File: config.mk
export PLATFORM = sky130hd
export DESIGN_NAME = conv_frame_seq_flat
export DESIGN_NICKNAME = d
export VERILOG_FILES = /design/src/rtl/conv_frame_seq_pkg.sv /design/src/rtl/conv_frame_seq_if.sv /design/src/rtl/conv_frame_seq_sync.sv /design/src/rtl/conv_frame_seq.sv /design/src/flat_wrapper.sv
export SDC_FILE = /design/constraint.sdc
export NUM_CORES = 1
export LEC_CHECK = 0
export BUFFER_PORTS_ARGS = -buffer_cell sky130_fd_sc_hd__buf_4
export CAP_MARGIN = 30
export CORE_MARGIN = 5
export CORE_UTILIZATION = 53
export CTS_CLUSTER_SIZE = 14
export DETAILED_ROUTE_END_ITERATION = 10
export PLACE_DENSITY = 0.78
export SLEW_MARGIN = 15
export SYNTH_ARGS = -nofsm -noshare
export SYNTH_HDL_FRONTEND = slang
export SYNTH_SLANG_ARGS = --single-unit
File: constraint.sdc
create_clock -name CLK100MHZ -period 2.3 [get_ports CLK100MHZ]
set_input_delay 0.23 -clock CLK100MHZ [delete_from_list [all_inputs] [get_ports CLK100MHZ]]
set_output_delay 0.23 -clock CLK100MHZ [all_outputs]
set_load 0.02 [all_outputs]
File: src/rtl/conv_frame_seq_pkg.sv
// Shared definitions for the convolution frame sequencer:
// GPIO command bit positions, status bit offsets and FSM encoding.
package conv_frame_seq_pkg;

    localparam int GPIO_START  = 0;
    localparam int GPIO_NEXT   = 1;
    localparam int GPIO_KI     = 2;
    localparam int GPIO_SETLEN = 3;
    localparam int GPIO_CHBLK  = 4;
    localparam int NUM_CMD     = 5;

    // status bits sit just above the data field of o_gpio
    localparam int ST_BUSY = 0;
    localparam int ST_DONE = 1;
    localparam int ST_WRAP = 2;

    typedef enum logic [1:0] {
        S_IDLE  = 2'd0,
        S_RUN   = 2'd1,
        S_DRAIN = 2'd2,
        S_DONE  = 2'd3
    } state_t;

endpackage

File: src/rtl/conv_frame_seq_if.sv
// Memory / convolver side bundle of the frame sequencer.
// master = sequencer, slave = datapath (convolver + memory control).
interface conv_frame_seq_if #(
    parameter int NB_ADDRESS = 10,
    parameter int BITS_DATA  = 11
);
    logic [NB_ADDRESS-1:0] raddr;
    logic [NB_ADDRESS-1:0] waddr;
    logic                  valid;
    logic                  wvalid;
    logic                  ki;
    logic                  sop;
    logic                  eop;
    logic                  chblk;
    logic [BITS_DATA-1:0]  data;

    modport master (
        output raddr, waddr, valid, wvalid,
        output ki, sop, eop, chblk,
        input  data
    );

    modport slave (
        input  raddr, waddr, valid, wvalid,
        input  ki, sop, eop, chblk,
        output data
    );
endinterface

File: src/rtl/conv_frame_seq_sync.sv
// Two-flop synchronizer plus rising-edge detector for GPIO bits.
// A rise is flagged for one cycle, two edges after the input changes.
module gpio_edge_sync #(
    parameter int W = 5
) (
    input  logic         CLK100MHZ,
    input  logic         i_reset,
    input  logic [W-1:0] din,
    output logic [W-1:0] level,
    output logic [W-1:0] rise
);
    logic [W-1:0] s1, s2, prev;

    // metastability chain followed by the previous-value register
    always_ff @(posedge CLK100MHZ or negedge i_reset) begin
        if (!i_reset) begin
            s1   <= '0;
            s2   <= '0;
            prev <= '0;
        end else begin
            s1   <= din;
            s2   <= s1;
            prev <= s2;
        end
    end

    assign level = s2;
    assign rise  = s2 & ~prev;
endmodule

File: src/rtl/conv_frame_seq.sv
// GPIO-driven frame sequencer: read/write address streams with a
// fixed write lag, frame framing signals and processor readback.
module conv_frame_seq
    import conv_frame_seq_pkg::*;
#(
    parameter int NB_ADDRESS = 10,
    parameter int BITS_DATA  = 11,
    parameter int GPIO_D     = 32,
    parameter int LATENCY    = 3,
    parameter int LEN_RST    = 2**NB_ADDRESS-1
) (
    input  logic              CLK100MHZ,
    input  logic              i_reset,
    input  logic [GPIO_D-1:0] i_gpio,
    output logic [GPIO_D-1:0] o_gpio,
    output logic              o_led,
    conv_frame_seq_if.master  mem
);
    localparam logic [NB_ADDRESS-1:0] LEN_INIT =
        LEN_RST[NB_ADDRESS-1:0];

    logic [NUM_CMD-1:0] cmd_lvl, cmd_rise;

    gpio_edge_sync #(.W(NUM_CMD)) u_sync (
        .CLK100MHZ (CLK100MHZ),
        .i_reset   (i_reset),
        .din       (i_gpio[NUM_CMD-1:0]),
        .level     (cmd_lvl),
        .rise      (cmd_rise)
    );

    logic start_p, next_p, setlen_p, chblk_p;
    assign start_p  = cmd_rise[GPIO_START];
    assign next_p   = cmd_rise[GPIO_NEXT];
    assign setlen_p = cmd_rise[GPIO_SETLEN];
    assign chblk_p  = cmd_rise[GPIO_CHBLK];

    logic [NB_ADDRESS-1:0] payload;
    assign payload = i_gpio[GPIO_D-1 -: NB_ADDRESS];

    logic unused_bits;
    assign unused_bits = ^{cmd_lvl[4:3], cmd_lvl[1:0],
                           i_gpio[GPIO_D-NB_ADDRESS-1:NUM_CMD]};

    state_t state, state_n;

    logic [NB_ADDRESS-1:0] raddr, waddr, rd_ptr, len_last;
    logic                  valid, sop, eop, chblk, ki;
    logic                  busy, done, rd_wrap;
    logic [LATENCY-1:0]    vpipe;
    logic                  wvalid;
    logic [BITS_DATA-1:0]  data_q;
    logic                  rd_last, wr_last;

    // write-back valid is the read valid delayed by the pipe latency
    assign wvalid  = vpipe[LATENCY-1];
    assign rd_last = (raddr == len_last);
    assign wr_last = wvalid && (waddr == len_last);

    // state register
    always_ff @(posedge CLK100MHZ or negedge i_reset) begin
        if (!i_reset) state <= S_IDLE;
        else          state <= state_n;
    end

    // next-state decode
    always_comb begin
        state_n = state;
        unique case (state)
            S_IDLE:  if (start_p) state_n = S_RUN;
            S_RUN:   if (rd_last) state_n = S_DRAIN;
            S_DRAIN: if (wr_last) state_n = S_DONE;
            S_DONE:  state_n = S_IDLE;
            default: state_n = S_IDLE;
        endcase
    end

    // address generation, framing flags and IDLE-only commands
    always_ff @(posedge CLK100MHZ or negedge i_reset) begin
        if (!i_reset) begin
            raddr    <= '0;
            waddr    <= '0;
            rd_ptr   <= '0;
            len_last <= LEN_INIT;
            valid    <= 1'b0;
            vpipe    <= '0;
            sop      <= 1'b0;
            eop      <= 1'b1;
            chblk    <= 1'b0;
            ki       <= 1'b0;
            busy     <= 1'b0;
            done     <= 1'b0;
            rd_wrap  <= 1'b0;
            data_q   <= '0;
        end else begin
            chblk    <= 1'b0;
            data_q   <= mem.data;
            vpipe[0] <= valid;
            for (int i = 1; i < LATENCY; i++)
                vpipe[i] <= vpipe[i-1];
            // hold at the last write address, never wrap
            if (wvalid && !rd_last_w())
                waddr <= waddr + 1'b1;
            unique case (state)
                S_IDLE: begin
                    ki <= cmd_lvl[GPIO_KI];
                    if (setlen_p) len_last <= payload;
                    if (chblk_p) begin
                        chblk <= 1'b1;
                        done  <= 1'b0;
                    end
                    if (start_p) begin
                        raddr   <= '0;
                        waddr   <= '0;
                        rd_ptr  <= '0;
                        valid   <= 1'b1;
                        sop     <= 1'b1;
                        eop     <= 1'b0;
                        busy    <= 1'b1;
                        done    <= 1'b0;
                        rd_wrap <= 1'b0;
                    end else if (next_p) begin
                        raddr <= rd_ptr;
                        if (rd_ptr >= len_last) begin
                            rd_ptr  <= '0;
                            rd_wrap <= 1'b1;
                        end else begin
                            rd_ptr <= rd_ptr + 1'b1;
                        end
                    end
                end
                S_RUN: begin
                    if (rd_last) valid <= 1'b0;
                    else         raddr <= raddr + 1'b1;
                end
                S_DRAIN: begin
                    if (wr_last) begin
                        sop  <= 1'b0;
                        eop  <= 1'b1;
                        busy <= 1'b0;
                        done <= 1'b1;
                    end
                end
                S_DONE: begin
                end
                default: begin
                end
            endcase
        end
    end

    function automatic logic rd_last_w();
        return waddr == len_last;
    endfunction

    // processor readback word
    always_comb begin
        o_gpio = '0;
        o_gpio[BITS_DATA-1:0]       = data_q;
        o_gpio[BITS_DATA + ST_BUSY] = busy;
        o_gpio[BITS_DATA + ST_DONE] = done;
        o_gpio[BITS_DATA + ST_WRAP] = rd_wrap;
    end

    assign mem.raddr  = raddr;
    assign mem.waddr  = waddr;
    assign mem.valid  = valid;
    assign mem.wvalid = wvalid;
    assign mem.ki     = ki;
    assign mem.sop    = sop;
    assign mem.eop    = eop;
    assign mem.chblk  = chblk;
    assign o_led      = eop;
endmodule

File: src/flat_wrapper.sv
// flat-port wrapper written by rule: the top's interface ports become plain ports
module conv_frame_seq_flat import conv_frame_seq_pkg::*;
#(
    parameter int NB_ADDRESS = 10,
    parameter int BITS_DATA  = 11,
    parameter int GPIO_D     = 32,
    parameter int LATENCY    = 3,
    parameter int LEN_RST    = 2**NB_ADDRESS-1
)
  (CLK100MHZ, i_reset, i_gpio, o_gpio, o_led, mem_raddr, mem_waddr, mem_valid, mem_wvalid, mem_ki, mem_sop, mem_eop, mem_chblk, mem_data);
  conv_frame_seq_if #(.NB_ADDRESS(NB_ADDRESS), .BITS_DATA(BITS_DATA)) mem_i ();
  input  logic CLK100MHZ;
  input  logic i_reset;
  input  logic [GPIO_D-1:0] i_gpio;
  output logic [GPIO_D-1:0] o_gpio;
  output logic o_led;
  output wire logic [$bits(mem_i.raddr)-1:0] mem_raddr;
  output wire logic [$bits(mem_i.waddr)-1:0] mem_waddr;
  output wire logic [$bits(mem_i.valid)-1:0] mem_valid;
  output wire logic [$bits(mem_i.wvalid)-1:0] mem_wvalid;
  output wire logic [$bits(mem_i.ki)-1:0] mem_ki;
  output wire logic [$bits(mem_i.sop)-1:0] mem_sop;
  output wire logic [$bits(mem_i.eop)-1:0] mem_eop;
  output wire logic [$bits(mem_i.chblk)-1:0] mem_chblk;
  input wire logic [$bits(mem_i.data)-1:0] mem_data;
  assign mem_raddr = mem_i.raddr;
  assign mem_waddr = mem_i.waddr;
  assign mem_valid = mem_i.valid;
  assign mem_wvalid = mem_i.wvalid;
  assign mem_ki = mem_i.ki;
  assign mem_sop = mem_i.sop;
  assign mem_eop = mem_i.eop;
  assign mem_chblk = mem_i.chblk;
  assign mem_i.data = mem_data;
  conv_frame_seq #(.NB_ADDRESS(NB_ADDRESS), .BITS_DATA(BITS_DATA), .GPIO_D(GPIO_D), .LATENCY(LATENCY), .LEN_RST(LEN_RST)) u_core (.CLK100MHZ(CLK100MHZ), .i_reset(i_reset), .i_gpio(i_gpio), .o_gpio(o_gpio), .o_led(o_led), .mem(mem_i));
endmodule
Word level (Yosys, flattened, before mapping)
Cells that the tools add are included.
{"block": "classes", "n_addsub": 3, "order_cmp": 1, "eq_ne": 11, "n_mux": 30, "bitwise_logic": 2, "reduce_logical": 16}
{"cell": "10-bit 2-to-1 mux", "n": 9}
{"cell": "10-bit by 1-bit adder with 10-bit output, second input constant", "n": 3}
{"cell": "10-bit == test", "n": 2}
{"cell": "10-bit case mux with 2 select lines", "n": 1}
{"cell": "3-bit AND reduction", "n": 6}
{"cell": "1-bit 2-to-1 mux", "n": 12}
{"cell": "10-bit >= comparator", "n": 1}
{"cell": "1-bit case mux with 2 select lines", "n": 4}
{"cell": "2-bit case mux with 4 select lines", "n": 1}
{"cell": "2-bit nonzero test", "n": 4}
{"cell": "2-bit 2-to-1 mux", "n": 3}
{"cell": "2-bit by 1-bit != test with 1-bit output, second input constant", "n": 3}
{"cell": "3-bit by 1-bit != test with 1-bit output, second input constant", "n": 2}
{"cell": "5-bit AND", "n": 1}
{"cell": "5-bit NOT", "n": 1}
{"cell": "2-bit == test, second input constant", "n": 2}
{"cell": "2-bit AND reduction", "n": 2}
{"cell": "2-bit by 1-bit == test with 1-bit output, second input constant", "n": 1}
{"cell": "1-bit logical AND", "n": 2}
{"cell": "2-bit zero test", "n": 1}
{"cell": "2-bit != test, second input constant", "n": 1}
{"cell": "1-bit zero test", "n": 1}
{"block": "word_totals", "ff_bits": 78, "out_inout_bits": 59}

Logic depth before layout (Yosys ltp)
{"block": "depth", "word_depth": 6, "depth_mapped": 7, "mapped_depth_nobuf": 7}

Cells and area by module
From an unflattened synthesis, not the netlist that was laid out.
{"block": "hier_totals", "cells_unflattened": 355, "hier_area_um2": 3877.5}
{"module": "conv_frame_seq", "instances": 1, "cells_each": 335, "area_per_inst_um2": 3433.3, "seq_area_each_um2": 1590.3}
{"module": "gpio_edge_sync", "instances": 1, "cells_each": 20, "area_per_inst_um2": 444.2, "seq_area_each_um2": 375.4}

Worst setup path before layout
Ideal clock, no wire load.
{"block": "synth_path", "kind": "register -> register", "start": "register u_core.len_last[7]", "end": "register u_core.rd_ptr[0]", "t_arrival_ns": 1.902, "required_ns": 2.217, "slack_ns": 0.315, "path_stages_with_launch": 8, "synth_period_minus_slack_ns": 1.985, "path_cell_list": "dfstp_2 > inv_1 > ha_1 > a21o_1 > a21o_1 > a211o_1 > a21o_1 > o21ai_0"}
{"block": "synth_between", "elab_chain_len": 4}
{"element": "start, declared", "line_no": "conv_frame_seq.sv:47", "rtl": "logic [NB_ADDRESS-1:0] raddr, waddr, rd_ptr, len_last;"}
{"element": "start signal, assigned", "line_no": "conv_frame_seq.sv:107", "rtl": "if (setlen_p) len_last <= payload;"}
{"element": "10-bit >= comparator", "line_no": "conv_frame_seq.sv:124", "rtl": "if (rd_ptr >= len_last) begin"}
{"element": "10-bit 2-to-1 mux", "line_no": "conv_frame_seq.sv:124"}
{"element": "10-bit 2-to-1 mux", "line_no": "conv_frame_seq.sv:122", "rtl": "end else if (next_p) begin"}
{"element": "10-bit 2-to-1 mux", "line_no": "conv_frame_seq.sv:112", "rtl": "if (start_p) begin"}
{"element": "end signal, assigned", "line_no": "conv_frame_seq.sv:128", "rtl": "rd_ptr <= rd_ptr + 1'b1;"}
{"element": "end, declared", "line_no": "conv_frame_seq.sv:47"}
Every way passes these cells. The select of a mux whose other input is x is not followed.
A chain may end at the register's enable or synchronous reset.

Worst setup path after layout
{"block": "layout_path", "start": "register u_core.len_last[3]", "end": "register u_core.rd_ptr[1]"}
The elaborated chain is that of the path after synthesis.

==> results.json <==
{
  "grt_pass1_vias": 3148,
  "ys_types": 63,
  "synth_area_leaders": "dfrtp_1, dfstp_2, ha_1",
  "met2_length_um": 4600,
  "placed_cell_area_um2": 4610,
  "grtUsageTotal_pct": 20.6,
  "skew_ps": 12.7,
  "drt-initial-drc-count": 110,
  "totalPowerFinal_uw": 5470,
  "endpoint_kind": "register",
  "rsz0062_at_grt": "false",
  "cts_root_buf": "clkbuf_8",
  "die_w_um": 97.5,
  "vdd_drop_max_mv": 0.712,
  "yosys_warnings": 0,
  "hold_viol": 0,
  "dp_hpwl_um": 6760,
  "cts_tree": "built",
  "status": "finished clean",
  "start_util_pct": 53.4,
  "synth_edf_count": 0,
  "synth_cells": 381,
  "wl_met3_um": 687,
  "drive_gt1_share_pct": 27.9,
  "synth_common_cells": "dfrtp_1, nand2_1, buf_4",
  "p_leak_uw": 0.00233,
  "fin_crit_sh_pct": 91.9,
  "ys_seq_elements": 77,
  "final_nets": 532,
  "cts_resized": 0,
  "worst_pin_slew_ps": 556,
  "grt_pass1_wl_um": 15600,
  "io_pins": 104,
  "place_congestion": 0.884,
  "clkLatencyLatePin_ps": 350,
  "htreeDepth": 3,
  "synthSimpleGateAreaFrac_pct": 13.4,
  "yosys.area.top_type_share_pct": 40.7,
  "fin_tns_setup_ps": 0,
  "ys.flop_type": "dfrtp_1",
  "first_pass_iters": 4,
  "slew_violations": 0,
  "wire_per_inst_um": 16.2,
  "grt_max_degree": 44,
  "post-route-drc-count": 0,
  "arrival_ps": 2380,
  "cts_sinks": 77,
  "overflow": 0,
  "yosysTopAreaCell": "dfrtp_1",
  "cts_buffers": 9,
  "n_antenna_cell": 0,
  "clock.fmax_mhz": 473,
  "top_layer": "met4",
  "relSlewSlack_pct": 62.8,
  "synth_seq_area_share_pct": 47.8,
  "rows": 32,
  "dieArea_um2": 9510,
  "cp_max_fo": 8,
  "clock_path_buffers": 2,
  "yosys.area_share.adder_pct": 4.93,
  "period_needed_ps": 2110,
  "holdCritPathClass": "input port to register",
  "muxShareOfSynthArea_pct": 4.10,
  "antenna_left": 0,
  "synth-xor-area-share_pct": 6.01,
  "critical_path_class": "register to register",
  "clkTransAtPathRegs_ps": 80,
  "finish.instance_area_um2": 5000,
  "place_inst": 545,
  "synth_area_um2": 4060,
  "detail_route.wirelength_um": 9350,
  "drt-met1-wl_um": 3920,
  "powerDensity_nw_per_um2": 1090,
  "synth_top_family_by_area": "compound AO/OA/AOI/OAI gates",
  "port_buffers": 68,
  "core_area_um2": 7610,
  "required_ps": 2560,
  "cp-start-kind": "register",
  "synth_compound_area_share_pct": 15.2,
  "die_h_um": 97.5,
  "avgSynthCellArea_um2": 10.7,
  "antenna_found_initial": 0,
  "cts_hold_buf": 17,
  "final_cells": 578,
  "routed-via-count": 3198,
  "drv_cap": 0,
  "setup_violations": 0,
  "cts_setup_buffers": 0,
  "synthToLayoutAreaGrowth_pct": 23.1,
  "vias_per_cell": 5.53,
  "synth.most_common_cell": "dfrtp_1",
  "ys_async_sr_fraction_pct": 100
}
-- state kept, by name, indices dropped and copies added, names as in the netlist, 2 cells and up --
name,flops
u_core.rd_ptr,10
u_core.u_sync.level,5
u_core.mem.raddr,10
u_core.data_q,11
u_core.u_sync.prev,4
u_core.u_sync.s1,5
u_core.vpipe,3
u_core.mem.waddr,10
u_core.state,2
u_core.len_last,10
-- final timing paths --
path,from,end,slack [ps],cells past startpoint
min in group asynchronous,i_reset,u_core.mem.raddr[5],360,2
worst min-delay path,i_gpio[24],u_core.len_last[2],110,2
worst max-delay path,u_core.len_last[3],u_core.rd_ptr[1],190,7
worst max register to register,u_core.len_last[3],u_core.rd_ptr[1],190,7
worst min register to register,u_core.vpipe[1],u_core.vpipe[2],350,0
max in group asynchronous,i_reset,u_core.len_last[9],1310,3
-- cells in the final DEF (no fill, tap or decap), types with 3 or more instances in the layout --
master	instances
buf_4	81
dfrtp_1	66
nand2_1	30
xnor2_1	22
inv_1	21
a21oi_1	19
o21ai_0	18
conb_1	18
dlygate4sd3_1	17
ha_1	16
nor2_1	15
nand3_1	11
mux2_2	11
dfstp_2	11
clkbuf_8	10
or3_1	7
nand4_1	5
a31oi_1	5
xor2_1	4
a21o_1	4
a22oi_1	4
o22a_1	4
nand4_2	3
and3_1	3
nand2b_1	3
and2_1	3
or4_1	3
o21a_1	3
-- cells by family (layout without fill, tap and decap cells) --
group	count (synthesis)	count (layout)
adder cells (fa/ha/maj)	16	16
multiplexers	15	15
XOR/XNOR	27	27
flip-flops	77	77
other	1	18
AND/OR/NAND/NOR	98	98
AO/OA/AOI/OAI	89	89
buffers and inverters	58	136
-- metrics by stage --
stage | hold WS [ps] | worst slack [ps] | utilization [%]
after floorplan | -65.6 | 315 | -
after global placement | 212 | 264 | 60.7
after detailed placement | 211 | 208 | 60.7
after CTS | 94.3 | 184 | 65.7
after global routing | 95.8 | 7.36 | 65.7
final | 109 | 186 | 65.7
-- layer usage --
| metal | global-route usage [%] | up-vias |
|---|---|---|
| met2 | 33.4 | 117 |
| met5 | 0 | - |
| met1 | 26.1 | 1569 |
| met4 | 7.99 | 0 |
| met3 | 5.67 | 15 |
| li1 | - | 1497 |
-- area by class of cell --
| class | count | area, um^2 |
|---|---|---|
| repair buffers | 99 | 798 |
| well taps | 102 | 128 |
| flip-flops and latches | 77 | 1940 |
| clock inverters | 6 | 77.6 |
| inverters | 21 | 78.8 |
| fillers | 615 | 2610 |
| clock buffers | 10 | 138 |
| multi-input cells | 263 | 1840 |
-- critical path, cell delays in order (launching register included) --
cell and delay (ps):
dfstp_2 580, inv_1 50, ha_1 300, a21o_1 160, a21oi_1 140, o221ai_1 240
a21o_1 340, o21ai_0 200
-- where the power goes --
group / internal [uW] / switching [uW] / leakage [uW] / total [uW]
sequential: 1710 / 417 / 0.000917 / 2130
combinational: 1030 / 1220 / 0.00131 / 2250
clock: 551 / 539 / 0.000107 / 1090
Note: power is estimated with default switching activity, not from simulation.
